--- src/rtl/rf_arb_pkg.sv ---
// ---------------------------------------------------------------------------
// rf_arb_pkg
// Shared widths, default FIFO depth, the buffered-result entry type, and a
// scoreboard lookup helper for the register-file write-back arbiter.
// ---------------------------------------------------------------------------
package rf_arb_pkg;

    localparam int REG_ADDR_W         = 5;
    localparam int XLEN               = 32;
    localparam int DEFAULT_FIFO_DEPTH = 2;

    // One MUL/DIV result waiting for a free register-file write slot.
    typedef struct packed {
        logic [REG_ADDR_W-1:0] rd;
        logic [XLEN-1:0]       data;
    } result_t;

    // Register 0 is hardwired to zero, so it can never be pending.
    function automatic logic sb_lookup(input logic [(1<<REG_ADDR_W)-1:0] sb,
                                       input logic [REG_ADDR_W-1:0]      addr);
        return (addr != '0) && sb[addr];
    endfunction

endpackage

--- src/rtl/rf_wb_fifo.sv ---
// ---------------------------------------------------------------------------
// rf_wb_fifo
// Small result buffer between the MUL/DIV unit and the register-file port.
//
// Ports:
//   clk           clock, rising edge
//   rst           synchronous active-low reset (clears pointers and count)
//   push_valid_i  entry offered for enqueue
//   push_ready_o  buffer not full (evaluated on current occupancy)
//   push_data_i   entry to enqueue
//   pop_i         remove head entry at the clock edge (ignored when empty)
//   count_o       occupancy, 0..DEPTH inclusive
//   head_o        oldest entry (meaningful only when count_o != 0)
// ---------------------------------------------------------------------------
import rf_arb_pkg::*;

module rf_wb_fifo #(
    parameter int DEPTH = DEFAULT_FIFO_DEPTH
) (
    input  logic                       clk,
    input  logic                       rst,
    input  logic                       push_valid_i,
    output logic                       push_ready_o,
    input  result_t                    push_data_i,
    input  logic                       pop_i,
    output logic [$clog2(DEPTH+1)-1:0] count_o,
    output result_t                    head_o
);

    localparam int PTR_W = $clog2(DEPTH);
    localparam int CNT_W = $clog2(DEPTH + 1);

    result_t            mem_q [DEPTH];
    logic [PTR_W-1:0]   wr_ptr_q, wr_ptr_d;
    logic [PTR_W-1:0]   rd_ptr_q, rd_ptr_d;
    logic [CNT_W-1:0]   count_q,  count_d;
    logic               push_fire;
    logic               pop_fire;

    // A full buffer refuses a push even if it pops this cycle.
    assign push_ready_o = (count_q != CNT_W'(DEPTH));
    assign push_fire    = push_valid_i & push_ready_o;
    assign pop_fire     = pop_i & (count_q != '0);

    // NOTE: every combinational output gets a default first so no path
    // leaves it unassigned and a latch is never inferred.
    always_comb begin
        wr_ptr_d = wr_ptr_q;
        rd_ptr_d = rd_ptr_q;
        count_d  = count_q;
        // Depth is a power of two, so pointer overflow is the modulo wrap.
        if (push_fire) wr_ptr_d = wr_ptr_q + PTR_W'(1);
        if (pop_fire)  rd_ptr_d = rd_ptr_q + PTR_W'(1);
        count_d = count_q + CNT_W'(push_fire) - CNT_W'(pop_fire);
    end

    // NOTE: state registers use non-blocking assignments so every flop
    // samples its pre-edge inputs regardless of block evaluation order.
    always_ff @(posedge clk) begin
        if (!rst) begin
            wr_ptr_q <= '0;
            rd_ptr_q <= '0;
            count_q  <= '0;
        end else begin
            wr_ptr_q <= wr_ptr_d;
            rd_ptr_q <= rd_ptr_d;
            count_q  <= count_d;
        end
    end

    // NOTE: storage is deliberately not reset; the count decides which
    // entries are live, and a resettable array would cost a wide reset net.
    always_ff @(posedge clk) begin
        if (push_fire) mem_q[wr_ptr_q] <= push_data_i;
    end

    assign count_o = count_q;
    assign head_o  = mem_q[rd_ptr_q];

endmodule

--- src/rtl/rf_wb_arbiter.sv ---
// ---------------------------------------------------------------------------
// rf_wb_arbiter
// Shares the single register-file write port between the pipeline WB stage
// (absolute priority, zero latency) and buffered MUL/DIV results, and keeps
// a per-register pending scoreboard that stalls decode on RAW/WAW hazards.
//
// Ports:
//   clk, rst                    clock; synchronous active-low reset
//   wb_wr_en/addr/data          WB-stage write request
//   div_issue, div_issue_rd     MUL/DIV op issued from decode (marks pending)
//   div_valid/rd/data           result offered by the MUL/DIV unit
//   div_ready                   result accepted this cycle (buffer not full)
//   rs1_addr, rs2_addr, rd_addr decode-stage register fields
//   hazard_stall                decode depends on a pending MUL/DIV result
//   reg_file_wr_en/addr/data    register-file write port
// ---------------------------------------------------------------------------
import rf_arb_pkg::*;

module rf_wb_arbiter #(
    parameter int FIFO_DEPTH = DEFAULT_FIFO_DEPTH
) (
    input  logic                  clk,
    input  logic                  rst,
    input  logic                  wb_wr_en,
    input  logic [REG_ADDR_W-1:0] wb_wr_addr,
    input  logic [XLEN-1:0]       wb_wr_data,
    input  logic                  div_issue,
    input  logic [REG_ADDR_W-1:0] div_issue_rd,
    input  logic                  div_valid,
    input  logic [REG_ADDR_W-1:0] div_rd,
    input  logic [XLEN-1:0]       div_data,
    output logic                  div_ready,
    input  logic [REG_ADDR_W-1:0] rs1_addr,
    input  logic [REG_ADDR_W-1:0] rs2_addr,
    input  logic [REG_ADDR_W-1:0] rd_addr,
    output logic                  hazard_stall,
    output logic                  reg_file_wr_en,
    output logic [REG_ADDR_W-1:0] reg_file_wr_addr,
    output logic [XLEN-1:0]       reg_file_wr_data
);

    localparam int NREGS = 1 << REG_ADDR_W;
    localparam int CNT_W = $clog2(FIFO_DEPTH + 1);

    logic [CNT_W-1:0] fifo_count;
    result_t          fifo_head;
    result_t          push_entry;
    logic             push_valid;
    logic             drain;
    logic [NREGS-1:0] pending_q, pending_d;

    // Results for x0 are accepted (div_ready still applies) but never stored.
    assign push_valid = div_valid & (div_rd != '0);
    assign push_entry = '{rd: div_rd, data: div_data};

    rf_wb_fifo #(
        .DEPTH        (FIFO_DEPTH)
    ) u_fifo (
        .clk          (clk),
        .rst          (rst),
        .push_valid_i (push_valid),
        .push_ready_o (div_ready),
        .push_data_i  (push_entry),
        .pop_i        (drain),
        .count_o      (fifo_count),
        .head_o       (fifo_head)
    );

    // A WB request, even to x0, owns the port. Draining is suppressed while
    // reset is asserted so discarded results never reach the register file.
    assign drain = rst & ~wb_wr_en & (fifo_count != '0);

    always_comb begin
        reg_file_wr_en   = 1'b0;
        reg_file_wr_addr = '0;
        reg_file_wr_data = '0;
        if (wb_wr_en) begin
            reg_file_wr_en   = 1'b1;
            reg_file_wr_addr = wb_wr_addr;
            reg_file_wr_data = wb_wr_data;
        end else if (drain) begin
            reg_file_wr_en   = 1'b1;
            reg_file_wr_addr = fifo_head.rd;
            reg_file_wr_data = fifo_head.data;
        end
    end

    // Clear first, then set, so a re-issue in the drain cycle keeps the bit.
    always_comb begin
        pending_d = pending_q;
        if (drain) pending_d[fifo_head.rd] = 1'b0;
        if (div_issue && (div_issue_rd != '0)) pending_d[div_issue_rd] = 1'b1;
        pending_d[0] = 1'b0;
    end

    always_ff @(posedge clk) begin
        if (!rst) pending_q <= '0;
        else      pending_q <= pending_d;
    end

    // Lookup uses the registered scoreboard: a register drained this cycle
    // still stalls decode until the next cycle.
    assign hazard_stall = sb_lookup(pending_q, rs1_addr)
                        | sb_lookup(pending_q, rs2_addr)
                        | sb_lookup(pending_q, rd_addr);

endmodule
--- config.mk ---
export PLATFORM = sky130hd
export DESIGN_NAME = rf_wb_arbiter
export DESIGN_NICKNAME = d
export VERILOG_FILES = /design/src/rtl/rf_arb_pkg.sv /design/src/rtl/rf_wb_fifo.sv /design/src/rtl/rf_wb_arbiter.sv
export SDC_FILE = /design/constraint.sdc
export NUM_CORES = 1
export LEC_CHECK = 0
export ABC_AREA = 0
export CAP_MARGIN = 20
export CORE_ASPECT_RATIO = 0.5
export CORE_MARGIN = 2
export CORE_UTILIZATION = 50
export CTS_BUF_LIST = sky130_fd_sc_hd__clkbuf_16
export CTS_CLUSTER_DIAMETER = 100
export DETAILED_ROUTE_END_ITERATION = 16
export MAX_ROUTING_LAYER = met4
export PLACE_DENSITY = 0.81
export SETUP_SLACK_MARGIN = 0.1
export SLEW_MARGIN = 40
export SYNTH_ARGS = -nofsm -noshare
export SYNTH_HDL_FRONTEND = slang
export SYNTH_SLANG_ARGS = --single-unit
--- constraint.sdc ---
create_clock -name clk -period 3.7 [get_ports clk]
set_clock_uncertainty 0.05 [all_clocks]
set_input_delay 0.555 -clock clk [delete_from_list [all_inputs] [get_ports clk]]
set_output_delay 0.555 -clock clk [all_outputs]
set_load 0.05 [all_outputs]
* Word-level counts from Yosys, hierarchy flattened
Memory sizes are Yosys's and may differ from the RTL's. A register that Yosys moved wholly into a read port is not among the register bits.
Cells that the tools add are included.
** Storage, ports and cells
- Register bits after elaboration :: 36
- Bits in writable memories :: 74
- Bits of input ports :: 99
- Output and inout bits :: 40
- Word-level logic and storage cells :: 63
- Memories :: 1
** Memories
- u_fifo.mem_q :: depth 2, width 37, rd ports 1, clocked after Yosys merged registers in 1, write ports 1, line rf_wb_fifo.sv:33 : result_t mem_q [DEPTH];
** Operators by class
- Add/sub/neg operators :: 4
- $lt $le $gt $ge :: 7
- Equal/unequal tests :: 1
- Muxes and demuxes :: 22
- Bitwise operators :: 11
- Reductions and logical operators :: 12
** Operators by type and width (count)
- two-way mux 32 bit :: 4
- AND 32 bit :: 1
- inverter 32 bit :: 1
- OR 32 bit :: 1
- < comparator 5 x 6 -> 1 bit (second input constant) :: 5
- nonzero test 5 bit :: 5
- binary-select mux 1 bit (select 5 bit) :: 3
- two-way mux 1 bit :: 11
- demux 1 bit (select 5 bit) :: 2
- >= comparator 5 x 1 -> 1 bit (second input constant) :: 2
- two-way mux 5 bit :: 2
- logical AND 1 bit :: 6
- AND 1 bit :: 5
- adder 1 bit (second input constant) :: 2
- adder 2 x 1 -> 2 bit :: 1
- != test 2 bit (second input constant) :: 1
- OR 1 bit :: 2
- nonzero test 2 bit :: 1
- subtractor 2 x 1 -> 2 bit :: 1
- inverter 1 bit :: 1

* Depth between registers and ports, before layout
- Depth in word-level cells :: 9
- Gate-level depth with buffers :: 9
- Depth with buffers taken out :: 9

* Modules after synthesis
A second synthesis with hierarchy kept.
** Second synthesis, totals
- Cells, all modules :: 444
- Area, all modules :: 5566.6 sq um
** Modules (own cells, without submodules)
- rf_wb_fifo :: instances 1, cells an instance 143, area each 2936.6 sq um, seq. area each 2322.2 sq um
- rf_wb_arbiter :: instances 1, cells an instance 301, area each 2630.0 sq um, seq. area each 620.6 sq um

* Least setup slack after synthesis
OpenSTA, ideal clock, no wires.
- Path kind :: register to register
- From :: register u_fifo.count_q[0], in the netlist u_fifo.count_o[0]
- To :: memory u_fifo.mem_q[0][0] in the netlist's numbering, enable pin
- Library setup time :: 0.433 ns
- Arrival :: 2.618 ns
- Required time :: 3.217 ns
- Path slack :: 0.599 ns
- Cell stages (with the launch flop) :: 4
- Buffers on the path :: 0
- Period minus slack after synthesis :: 3.101 ns
- Cell sequence :: dfxtp_1 > nand2b_1 > o211ai_1 > nor2_1
** Between the ends
- Cells in the longest elaborated chain, start to end :: 4
** RTL lines
- start, declared :: line rf_wb_fifo.sv:36 : logic [CNT_W-1:0] count_q, count_d;
- start signal, assigned :: line rf_wb_fifo.sv:67 : count_q <= count_d;
- != test 2 bit :: line rf_wb_fifo.sv:41 : assign push_ready_o = (count_q != CNT_W'(DEPTH));
- via div_ready :: line rf_wb_arbiter.sv:32 : output logic div_ready,
- AND 1 bit :: line rf_wb_fifo.sv:42 : assign push_fire = push_valid_i & push_ready_o;
- two-way mux 1 bit :: line rf_wb_fifo.sv:74 : if (push_fire) mem_q[wr_ptr_q] <= push_data_i;
- two-way mux 1 bit (not written as such) :: line rf_wb_fifo.sv:74
- end, declared :: line rf_wb_fifo.sv:33
The timed path passes the listed nets, and every way through them passes these cells.

* Worst setup path after layout
- From :: input port rs2_addr[0]
- To :: output port hazard_stall
** Between the ends
- Cells in the longest elaborated chain, start to end :: 5
- Elaborated cells on any way between the ends :: 6
- Classes of those cells :: mux: 2; bitwise: 2; reduce/logical: 2
** RTL lines
- start, declared :: line rf_wb_arbiter.sv:34 : input logic [REG_ADDR_W-1:0] rs2_addr,
- binary-select mux 1 bit (select 5 bit) :: line rf_arb_pkg.sv:21 : return (addr != '0) && sb[addr];
- two-way mux 1 bit (not written as such) :: line rf_arb_pkg.sv:21
- logical AND 1 bit (*) :: line rf_arb_pkg.sv:21
- OR 1 bit (*) :: line rf_wb_arbiter.sv:104 : | sb_lookup(pending_q, rs2_addr)
- OR 1 bit (*) :: line rf_wb_arbiter.sv:105 : | sb_lookup(pending_q, rd_addr);
- end, declared :: line rf_wb_arbiter.sv:36 : output logic hazard_stall,
Mark *: on every way between the ends. The rest lies on a longest branch, timed or not. The select of a mux whose other input is x is not followed.

==> flow_summary.ini <==
[logic_synthesis]
syn_area_per_cell_um2 = 11.15
seq_area_frac_synth = 0.5330
ys.flop_type = edfxtp_1
ys_ff_latch = 110
synthCells = 495
syn_nets = 596
synth_cell_type_count = 49
synth_edf_count = 74
synthArstFlopShare = 0
synth_area_um2 = 5522
yosysWarnings = 0

[sta]
slew_headroom = 0.5370
finalWorstSetupSlack_ns = 0.4019
fin_crit_ns = 3.298
rsz0062_at_grt = false
holdWs_ns = 0.4210
clock.fmax_ghz = 0.3032
slew_viol_final = 0
fin_crit_sh = 0.8914
worstMarginPinSlew_ns = 0.6931
setup_violations = 0
hold_viol = 0
fin_tns_setup_ns = 0

[drt]
drc = 0
wl_per_cell_um = 16.93
via_per_inst = 5.543
dr.first_iter.drc_count = 294
drt_pass1_iterations = 4
antenna_left = 0
routed_wl_um = 13090
vias = 4285

[clock_tree]
cts_made_buffers = 9
clock_latency_ns = 0.34
postCtsSetupBuffers = 0
cts_hold_buf = 0
clock_sinks = 110
h-tree-depth = 3
clockRootBuffer = clkbuf_16
cts_tree = yes
cts.clk_slew.worst_paths_ns = 0.07
cts_buffer_depth = 2
post_cts_resize_count = 0

[grt]
grt_use_met3 = 0.04583
grt_pass1_vias = 4332
grt_first_pass_wirelength_um = 21400
grt_overflow_total = 0
antenna_found_initial = 0
use_met2 = 0.4058
grt_start_max_net_pins = 42
use_met1 = 0.2812
busiest_layer = met2
grt_use_total = 0.2328

[placement]
portBuffers = 138
gp_congestion = 0.8437
dp_cells = 758
place_ws_ns = 0.3966
dpl.hpwl_um = 9474

[run]
drv_cap = 0

[min_path]
hold_path.class = flop to flop
hold_depth = 1

[pwr]
vdd_ir_drop_max_mv = 0.2813
p_leak_uw = 0.002546
power_density_nw_per_um2 = 489.6

[final_layout]
n_fill_cell = 839
diodes = 0
area_growth_pct = 30.52
fin_cells = 773
nNetsFinal = 725
final_common_cell = clkdlybuf4s50_1
drive_above_1_share = 0.1354
final_cell_mix = 99 x clkdlybuf4s50_1, 89 x nand2_1, 74 x edfxtp_1

[worst_setup_path]
critPathLaunchType = input port
crit_path_end_kind = output pin
critPathMaxFanout = 7
crit_chain = clkdlybuf4s50_1, mux4_2, nor3b_2, o32ai_1, a22oi_1, nand3_1, buf_4
cp_slowest_cell = clkdlybuf4s50_1
path_class = input port to output pin
cp.arrival_ns = 2.69
reg2reg_depth = 9
required_ns = 3.09
slowest_delay_ns = 0.76

[floorplanning]
io_pins = 139
fp.dieH_um = 78.31
initial_core_util = 0.5076
die_x_um = 152.6
rows = 27
core-area_um2 = 10880
die_area_um2 = 11950

[run_status]
outcome = completed
## critical path: cells and delay by family
kind,cells,cell delay (ns)
and+or+nand+nor,2,0.28
buffers and inverters,2,0.96
muxes,1,0.58
AOI/OAI and AO/OA,2,0.33
## synth_stat cells, types with 2 or more instances
cell	instances	area [µm²]
mux4_2	11	247.7
a211oi_1	4	30.03
a2111oi_0	3	26.28
buf_1	3	11.26
nor3_1	7	35.03
mux2i_1	42	420.4
edfxtp_1	74	2222
nand3_1	2	10.01
buf_4	4	30.03
dfxtp_1	36	720.7
ha_1	2	25.02
o32ai_1	3	26.28
mux2_2	9	101.4
inv_1	10	37.54
buf_2	5	25.02
nor3b_1	3	22.52
nor2_1	14	52.55
mux4_1	4	105.1
xnor2_1	2	17.52
nand2_1	89	334.1
o22ai_1	6	37.54
buf_6	2	22.52
o21ai_0	72	360.4
clkbuf_1	12	45.04
a21boi_0	31	232.7
nand2b_1	11	68.82
and2_1	4	25.02
nor2b_1	8	50.05
a22oi_1	2	15.01
## area by class of cell
class	instances	area (µm²)	share of cell area
Timing Repair Buffer	145	1364	0.1892
Tap cell	145	181.4	0.02517
Clock buffer	10	250.2	0.03472
Sequential cell	110	2947	0.4089
Clock inverter	5	18.77	0.002604
Inverter	10	37.54	0.005208
Multi-Input combinational cell	348	2409	0.3342
## per-stage QoR
step	power (µW)	cell area (µm²)	util
after floorplan	2282	5522	-
after global placement	2627	6893	0.6337
after detailed placement	2674	6935	0.6376
after CTS	3553	7204	0.6623
after global routing	3702	7207	0.6625
final	3529	7207	0.6625
## final timing paths
kind	from	to	slack, ns
setup / recovery	rs2_addr[0]	hazard_stall	0.40
hold / removal	u_fifo.rd_ptr_q$_SDFFE_PN0P_	flop	0.42
setup reg to reg	u_fifo.count_o[1]$_SDFF_PN0_	u_fifo.count_o[1]$_SDFF_PN0_	1.26
hold reg to reg	u_fifo.rd_ptr_q$_SDFFE_PN0P_	flop	0.42
## sequential cells by signal, indices dropped and copies added (netlist names), named ones only
register         cells
pending_q           31
u_fifo.count_o       2
u_fifo.mem_q        74
u_fifo.rd_ptr_q      1
u_fifo.wr_ptr_q      1
## metal layers
layer | part of all wire | up-vias
met5 | 0 | -
li1 | - | 2086
met4 | 0.018 | 0
met1 | 0.43 | 2044
met3 | 0.045 | 24
met2 | 0.51 | 131
## cell families (layout without fill, tap and decap cells)
kind of cell	count (synthesis)	in the layout	share of synthesized area
xor gates and xnor gates	2	2	0.003173
DFF	110	110	0.5330
AOI/OAI and AO/OA	132	132	0.1477
buffers and inverters	37	170	0.03354
adders and majority gates	2	2	0.004531
and+or+nand+nor	146	146	0.1196
muxes	66	66	0.1584
## where the power goes
part	switching [µW]	total [µW]	internal (µW)
registers	99.6	1570	1470
logic	645	1070	423
clock network	403	886	483
(Power assumes the default switching activity.)
